## config.mk

```make
export PLATFORM = sky130hd
export DESIGN_NAME = ym3438_dbg_capture
export DESIGN_NICKNAME = d
export VERILOG_FILES = /design/src/rtl/ym3438_dbg_capture.sv
export SDC_FILE = /design/constraint.sdc
export NUM_CORES = 1
export LEC_CHECK = 0
export CORE_MARGIN = 5
export CORE_UTILIZATION = 53
export DETAILED_ROUTE_END_ITERATION = 7
export PLACE_DENSITY = 0.78
export RECOVER_POWER = 100
export REMOVE_ABC_BUFFERS = 1
export SLEW_MARGIN = 20
export SYNTH_ARGS = -nofsm -noshare
export SYNTH_HDL_FRONTEND = slang
export SYNTH_SLANG_ARGS = --single-unit
```

## constraint.sdc

```tcl
create_clock -name MCLK -period 1.9 [get_ports MCLK]
set_input_delay 0.38 -clock MCLK [delete_from_list [all_inputs] [get_ports MCLK]]
set_output_delay 0.38 -clock MCLK [all_outputs]
set_load 0.02 [all_outputs]
```

## src/rtl/ym3438_dbg_capture.sv

```systemverilog
`default_nettype none
// ============================================================================
// Module      : ym3438_dbg_capture
// Description : Deserializer for the debug read chain. A load strobe tags the
//               capture with the current operator slot, the next WIDTH ticks
//               shift in the word LSB first, and the finished word is offered
//               to a host reader through a valid/ready handshake. A word that
//               completes while the previous one is still unread is dropped,
//               and the sticky overrun flag is raised.
// Ports       : MCLK        - master clock, rising edge
//               reset       - synchronous active-high reset
//               c1          - phase-1 enable (unused, alignment only)
//               c2          - phase-2 enable; an edge with c2=1 is a tick
//               dbg_load    - serializer load strobe, sampled on a tick
//               dbg_in      - serial debug bit, sampled on a tick
//               slot_sync   - marks the tick of slot 0
//               word_ready  - host accepts the presented word
//               clr_overrun - clears the overrun flag
//               word_data   - captured word
//               word_slot   - slot number of the load tick
//               word_valid  - word_data/word_slot are valid
//               overrun     - sticky, a completed word was dropped
//               busy        - capture in progress
// Revision    : 1.0 - initial release
// ============================================================================
module ym3438_dbg_capture #(
  parameter int WIDTH  = 10,
  parameter int NSLOTS = 24
) (
  input  logic             MCLK,
  input  logic             reset,
  input  logic             c1,
  input  logic             c2,
  input  logic             dbg_load,
  input  logic             dbg_in,
  input  logic             slot_sync,
  input  logic             word_ready,
  input  logic             clr_overrun,
  output logic [WIDTH-1:0] word_data,
  output logic [4:0]       word_slot,
  output logic             word_valid,
  output logic             overrun,
  output logic             busy
);

  localparam int               CNT_W       = (WIDTH > 1) ? $clog2(WIDTH) : 1;
  localparam logic [CNT_W-1:0] C_LAST_BIT  = CNT_W'(WIDTH - 1);
  localparam logic [CNT_W-1:0] C_CNT_ONE   = CNT_W'(1);
  localparam logic [4:0]       C_LAST_SLOT = 5'(NSLOTS - 1);

  typedef enum logic [0:0] {
    ST_IDLE  = 1'b0,
    ST_SHIFT = 1'b1
  } state_t;

  state_t           r_state;
  state_t           w_state_next;
  logic [4:0]       r_slot;
  logic [4:0]       w_slot_next;
  logic [CNT_W-1:0] r_cnt;
  logic [WIDTH-1:0] r_shift;
  logic [4:0]       r_tag;
  logic [WIDTH-1:0] r_word_data;
  logic [4:0]       r_word_slot;
  logic             r_word_valid;
  logic             r_overrun;
  logic             w_tick;
  logic             w_complete;
  logic             w_take;
  logic             w_drop;
  logic [WIDTH-1:0] w_word;
  logic             w_unused;

  // c1 only matters for external alignment checks.
  assign w_unused = c1;

  assign w_tick = c2;

  // The slot number of a tick is the counter value after that tick's update,
  // so the slot_sync tick itself is slot 0 and the tick after it is slot 1.
  always_comb begin
    w_slot_next = r_slot;
    if (slot_sync) begin
      w_slot_next = 5'd0;
    end else if (r_slot == C_LAST_SLOT) begin
      w_slot_next = 5'd0;
    end else begin
      w_slot_next = r_slot + 5'd1;
    end
  end

  // Next-state logic. A load strobe during SHIFT restarts the capture, so it
  // takes priority over completion of the final bit.
  always_comb begin
    w_state_next = r_state;
    w_complete   = 1'b0;
    case (r_state)
      ST_IDLE: begin
        if (w_tick && dbg_load) begin
          w_state_next = ST_SHIFT;
        end
      end
      ST_SHIFT: begin
        if (w_tick) begin
          if (dbg_load) begin
            w_state_next = ST_SHIFT;
          end else if (r_cnt == C_LAST_BIT) begin
            w_state_next = ST_IDLE;
            w_complete   = 1'b1;
          end
        end
      end
      default: begin
        w_state_next = ST_IDLE;
      end
    endcase
  end

  // The final bit is merged straight into the output word so the result is
  // presented on the same edge that samples it.
  assign w_word = {dbg_in, r_shift[WIDTH-2:0]};
  assign w_take = w_complete && (!r_word_valid || word_ready);
  assign w_drop = w_complete && r_word_valid && !word_ready;

  always_ff @(posedge MCLK) begin
    if (reset) begin
      r_state <= ST_IDLE;
    end else begin
      r_state <= w_state_next;
    end
  end

  always_ff @(posedge MCLK) begin
    if (reset) begin
      r_slot       <= 5'd0;
      r_cnt        <= '0;
      r_shift      <= '0;
      r_tag        <= 5'd0;
      r_word_data  <= '0;
      r_word_slot  <= 5'd0;
      r_word_valid <= 1'b0;
      r_overrun    <= 1'b0;
    end else begin
      if (w_tick) begin
        r_slot <= w_slot_next;
      end

      // Capture side: the load tick never samples a data bit.
      if (w_tick && dbg_load) begin
        r_tag   <= w_slot_next;
        r_cnt   <= '0;
        r_shift <= '0;
      end else if (w_tick && (r_state == ST_SHIFT)) begin
        r_shift[r_cnt] <= dbg_in;
        if (w_complete) begin
          r_cnt <= '0;
        end else begin
          r_cnt <= r_cnt + C_CNT_ONE;
        end
      end

      // Host side, evaluated on every edge.
      if (w_take) begin
        r_word_data  <= w_word;
        r_word_slot  <= r_tag;
        r_word_valid <= 1'b1;
      end else if (r_word_valid && word_ready) begin
        r_word_valid <= 1'b0;
      end

      if (w_drop) begin
        r_overrun <= 1'b1;
      end else if (clr_overrun) begin
        r_overrun <= 1'b0;
      end
    end
  end

  assign word_data  = r_word_data;
  assign word_slot  = r_word_slot;
  assign word_valid = r_word_valid;
  assign overrun    = r_overrun;
  assign busy       = (r_state == ST_SHIFT);

endmodule
`default_nettype wire

```

==> impl_metrics.py <==
metrics = {
    "place": {
        "port_buffers": 25,
        "placed_cell_area_sq_um": 2220,
        "place.gp.congestion": 0.854,
        "post-place-ws_ns": -0.223,
        "hpwlAfterDp_um": 2760,
    },
    "grt": {
        "grt_overflow": 0,
        "grt_pass1_wl_um": 6930,
        "grt_start_max_net_pins": 23,
        "grt_pass1_vias": 1538,
        "grtUsageTotal_pct": 17.3,
        "antenna_found_initial": 0,
    },
    "logic_synthesis": {
        "yosys_warnings": 0,
        "synth_flop_cell": "dfxtp_1",
        "synthCells": 216,
        "yosys.cell_count.top_type": "dfxtp_1",
        "yosysTopAreaCellShare_pct": 43.0,
        "synth.distinct_cells": 42,
        "yosys-top-cells-area": "dfxtp_1 43%, a21oi_1 9.2%, o31ai_1 5.9%",
        "syn_avg_cell_area_sq_um": 8.83,
        "ys_seq_area_share_pct": 43.0,
        "netlist_area_sq_um": 1910,
        "synth_edf_count": 0,
        "async_flop_share_pct": 0,
        "yosysTopAreaCell": "dfxtp_1",
        "ys_top_cells_by_count": "41 x dfxtp_1, 35 x a21oi_1, 15 x nand4_1, 15 x o31ai_1, 12 x o21ai_0",
        "ys_ff_latch": 41,
    },
    "critical_path": {
        "cp.arrival_ns": 1.37,
        "path_cells": "dlygate4sd3_1",
        "worstSetupStartpointType": "flip-flop",
        "reg2reg_from": "r_cnt[1]",
        "crit_family": "buffers and inverters",
        "critPathSlowestCell": "dlygate4sd3_1",
        "crit_required_ns": 1.52,
        "critPathMaxStageDelay_ns": 0.68,
        "ff2ff_setup_slack_ns": 0.23,
        "crit_buf_inv": 1,
        "path_class": "flip-flop to output port",
        "rr_worst_depth": 5,
        "cp_max_fo": 2,
        "r2r-end": "r_cnt[3]",
        "endpoint_kind": "output port",
    },
    "route": {
        "drt_first_iter_violations": 117,
        "wl_per_cell_um": 14.0,
        "ant_nets": 0,
        "routed_via_density": 5.85,
        "first_pass_iters": 5,
        "num_vias": 1680,
        "drc": 0,
        "drt-total-wl_um": 4000,
    },
    "clock_network": {
        "path_clk_slew_ns": 0.12,
        "numCtsBuffers": 5,
        "post-cts-setup-buffers": 0,
        "ctsHoldBuffers": 0,
        "h-tree-depth": 2,
        "clockBufferDepth": 2,
        "cts-root-buf": "clkbuf_4",
        "cts_tree": "done",
        "cts_resized": 0,
        "clkSinkCount": 41,
        "clkLatencyLatePin_ns": 0.34,
    },
    "cells_and_area": {
        "layout.nets": 254,
        "finalInstanceArea_sq_um": 2280,
        "num_antenna_cells": 0,
        "syn_to_final_growth_pct": 19.5,
        "final_layout_size_suffix_gt1_share_pct": 8.30,
        "nFillCells": 284,
        "fin_util_pct": 66.7,
    },
    "sta": {
        "slew_viol_final": 0,
        "finalHoldViolCount": 0,
        "period_minus_slack_ns": 1.75,
        "worst_slack_ns": 0.148,
        "rsz0062_at_grt": "false",
        "worstMarginPinSlew_ns": 0.699,
        "fin_skew_ns": 0.00497,
        "layout_worst_path_cycle_share_pct": 92.2,
        "setup_violations": 0,
        "max_freq_ghz": 0.571,
        "holdWs_ns": 0.471,
        "slew_headroom_pct": 53.2,
    },
    "min_path": {
        "hp-start": "word_data[1]",
        "whs_path_depth": 2,
        "hold_class": "flip-flop to flip-flop",
        "min_to": "word_data[1]",
    },
    "floorplan": {
        "io_pins": 27,
        "fp-row-count": 21,
        "coreArea_sq_um": 3420,
        "die_h_um": 70,
        "die-area_sq_um": 4900,
        "die_x_um": 70,
        "initial_utilization_pct": 55.9,
    },
    "power_and_ir_drop": {
        "power_leakage_uw": 0.000803,
        "p_sw_uw": 336,
        "p_int_uw": 1220,
        "pwr-share-comb_pct": 6.6,
        "swShare_pct": 21.6,
        "pwr-share-clk_pct": 37.6,
        "ir_drop_uv": 435,
        "power_density_nw_per_um2": 684,
        "power_frac_seq_pct": 55.8,
    },
    "job": {
        "maxCapViolCount": 0,
    },
    "status": {
        "outcome": "finished, final reports clean",
    },
}
-- per-stage QoR --
step / total power (uW) / TNS, ns / cells
2_1_floorplan: 928 / 0 / 196
4_1_cts: 1580 / 0 / 287
3_3_place_gp: 994 / -2.97 / 279
3_5_place_dp: 995 / -3.33 / 279
5_1_grt: 1630 / 0 / 287
6_report: 1560 / 0 / 287
-- how the worst max path moves through the flow --
stage	startpoint	to	slack (ns)	depth (start not counted)
floorplan	r_cnt[1]	word_data[0]	0.39	5
global placement	word_ready	overrun	-0.20	4
detailed placement	word_ready	overrun	-0.22	4
CTS	word_ready	word_data[8]	0.14	4
global route	word_valid	word_valid	0.08	1
finish	word_slot[2]	word_slot[2]	0.15	1
-- area by class of cell --
type / instances / area, sq um / area share, %
Multi-Input combinational cell: 149 / 935 / 41.0
Sequential cell: 41 / 821 / 36.0
Timing Repair Buffer: 37 / 359 / 15.8
Tap cell: 46 / 57.6 / 2.52
Clock buffer: 7 / 55.1 / 2.41
Clock inverter: 1 / 30.0 / 1.32
Inverter: 6 / 22.5 / 0.988
-- logic make-up (layout without fill, tap and decap cells) --
family | after synthesis | in the layout | synth area share, %
flops | 41 | 41 | 43.0
fa+ha+maj | 5 | 5 | 3.28
buf+inv | 26 | 51 | 7.41
compound gates | 71 | 71 | 22.4
xor+xnor | 3 | 3 | 1.38
mux | 1 | 1 | 0.525
simple gates | 69 | 69 | 22.0
-- placed cells by master (no fill, tap or decap), drive strengths merged, types with 9 or more instances in the layout --
master	count
o31ai	15
buf	10
or3	11
nand3	9
dlygate4sd3	19
a21oi	35
o21ai	13
nand4	15
clkbuf	9
dfxtp	41
nand2	12
-- layer usage --
| layer | global-route usage (%) | wire [um] |
|---|---|---|
| met4 | 6.17 | 46 |
| met1 | 20.0 | 1750 |
| met5 | 0 | 0 |
| met3 | 4.88 | 234 |
| met2 | 30.3 | 1980 |
-- worst reg2reg max path, cell delays in order, from the launching register on --
cell and delay, ns:
dfxtp_1 0.43, inv_1 0.09, ha_1 0.21, and4bb_1 0.22, clkbuf_2 0.29, a221oi_1 0.34
-- flip-flops by register name, summed over array words and instances (netlist names), 4 cells and up --
signal	cells
word_slot	5
r_tag	5
word_data	10
r_slot	5
r_shift	9
r_cnt	4
-- power groups by stage --
stage          logic, uW  clock network (uW)  registers, uW
2_1_floorplan       36.0                   0            892
3_3_place_gp         105                   0            889
3_5_place_dp         105                   0            890
4_1_cts              106                 603            870
5_1_grt              114                 642            871
6_report             103                 586            870
Note: power is estimated with default switching activity, not from simulation.
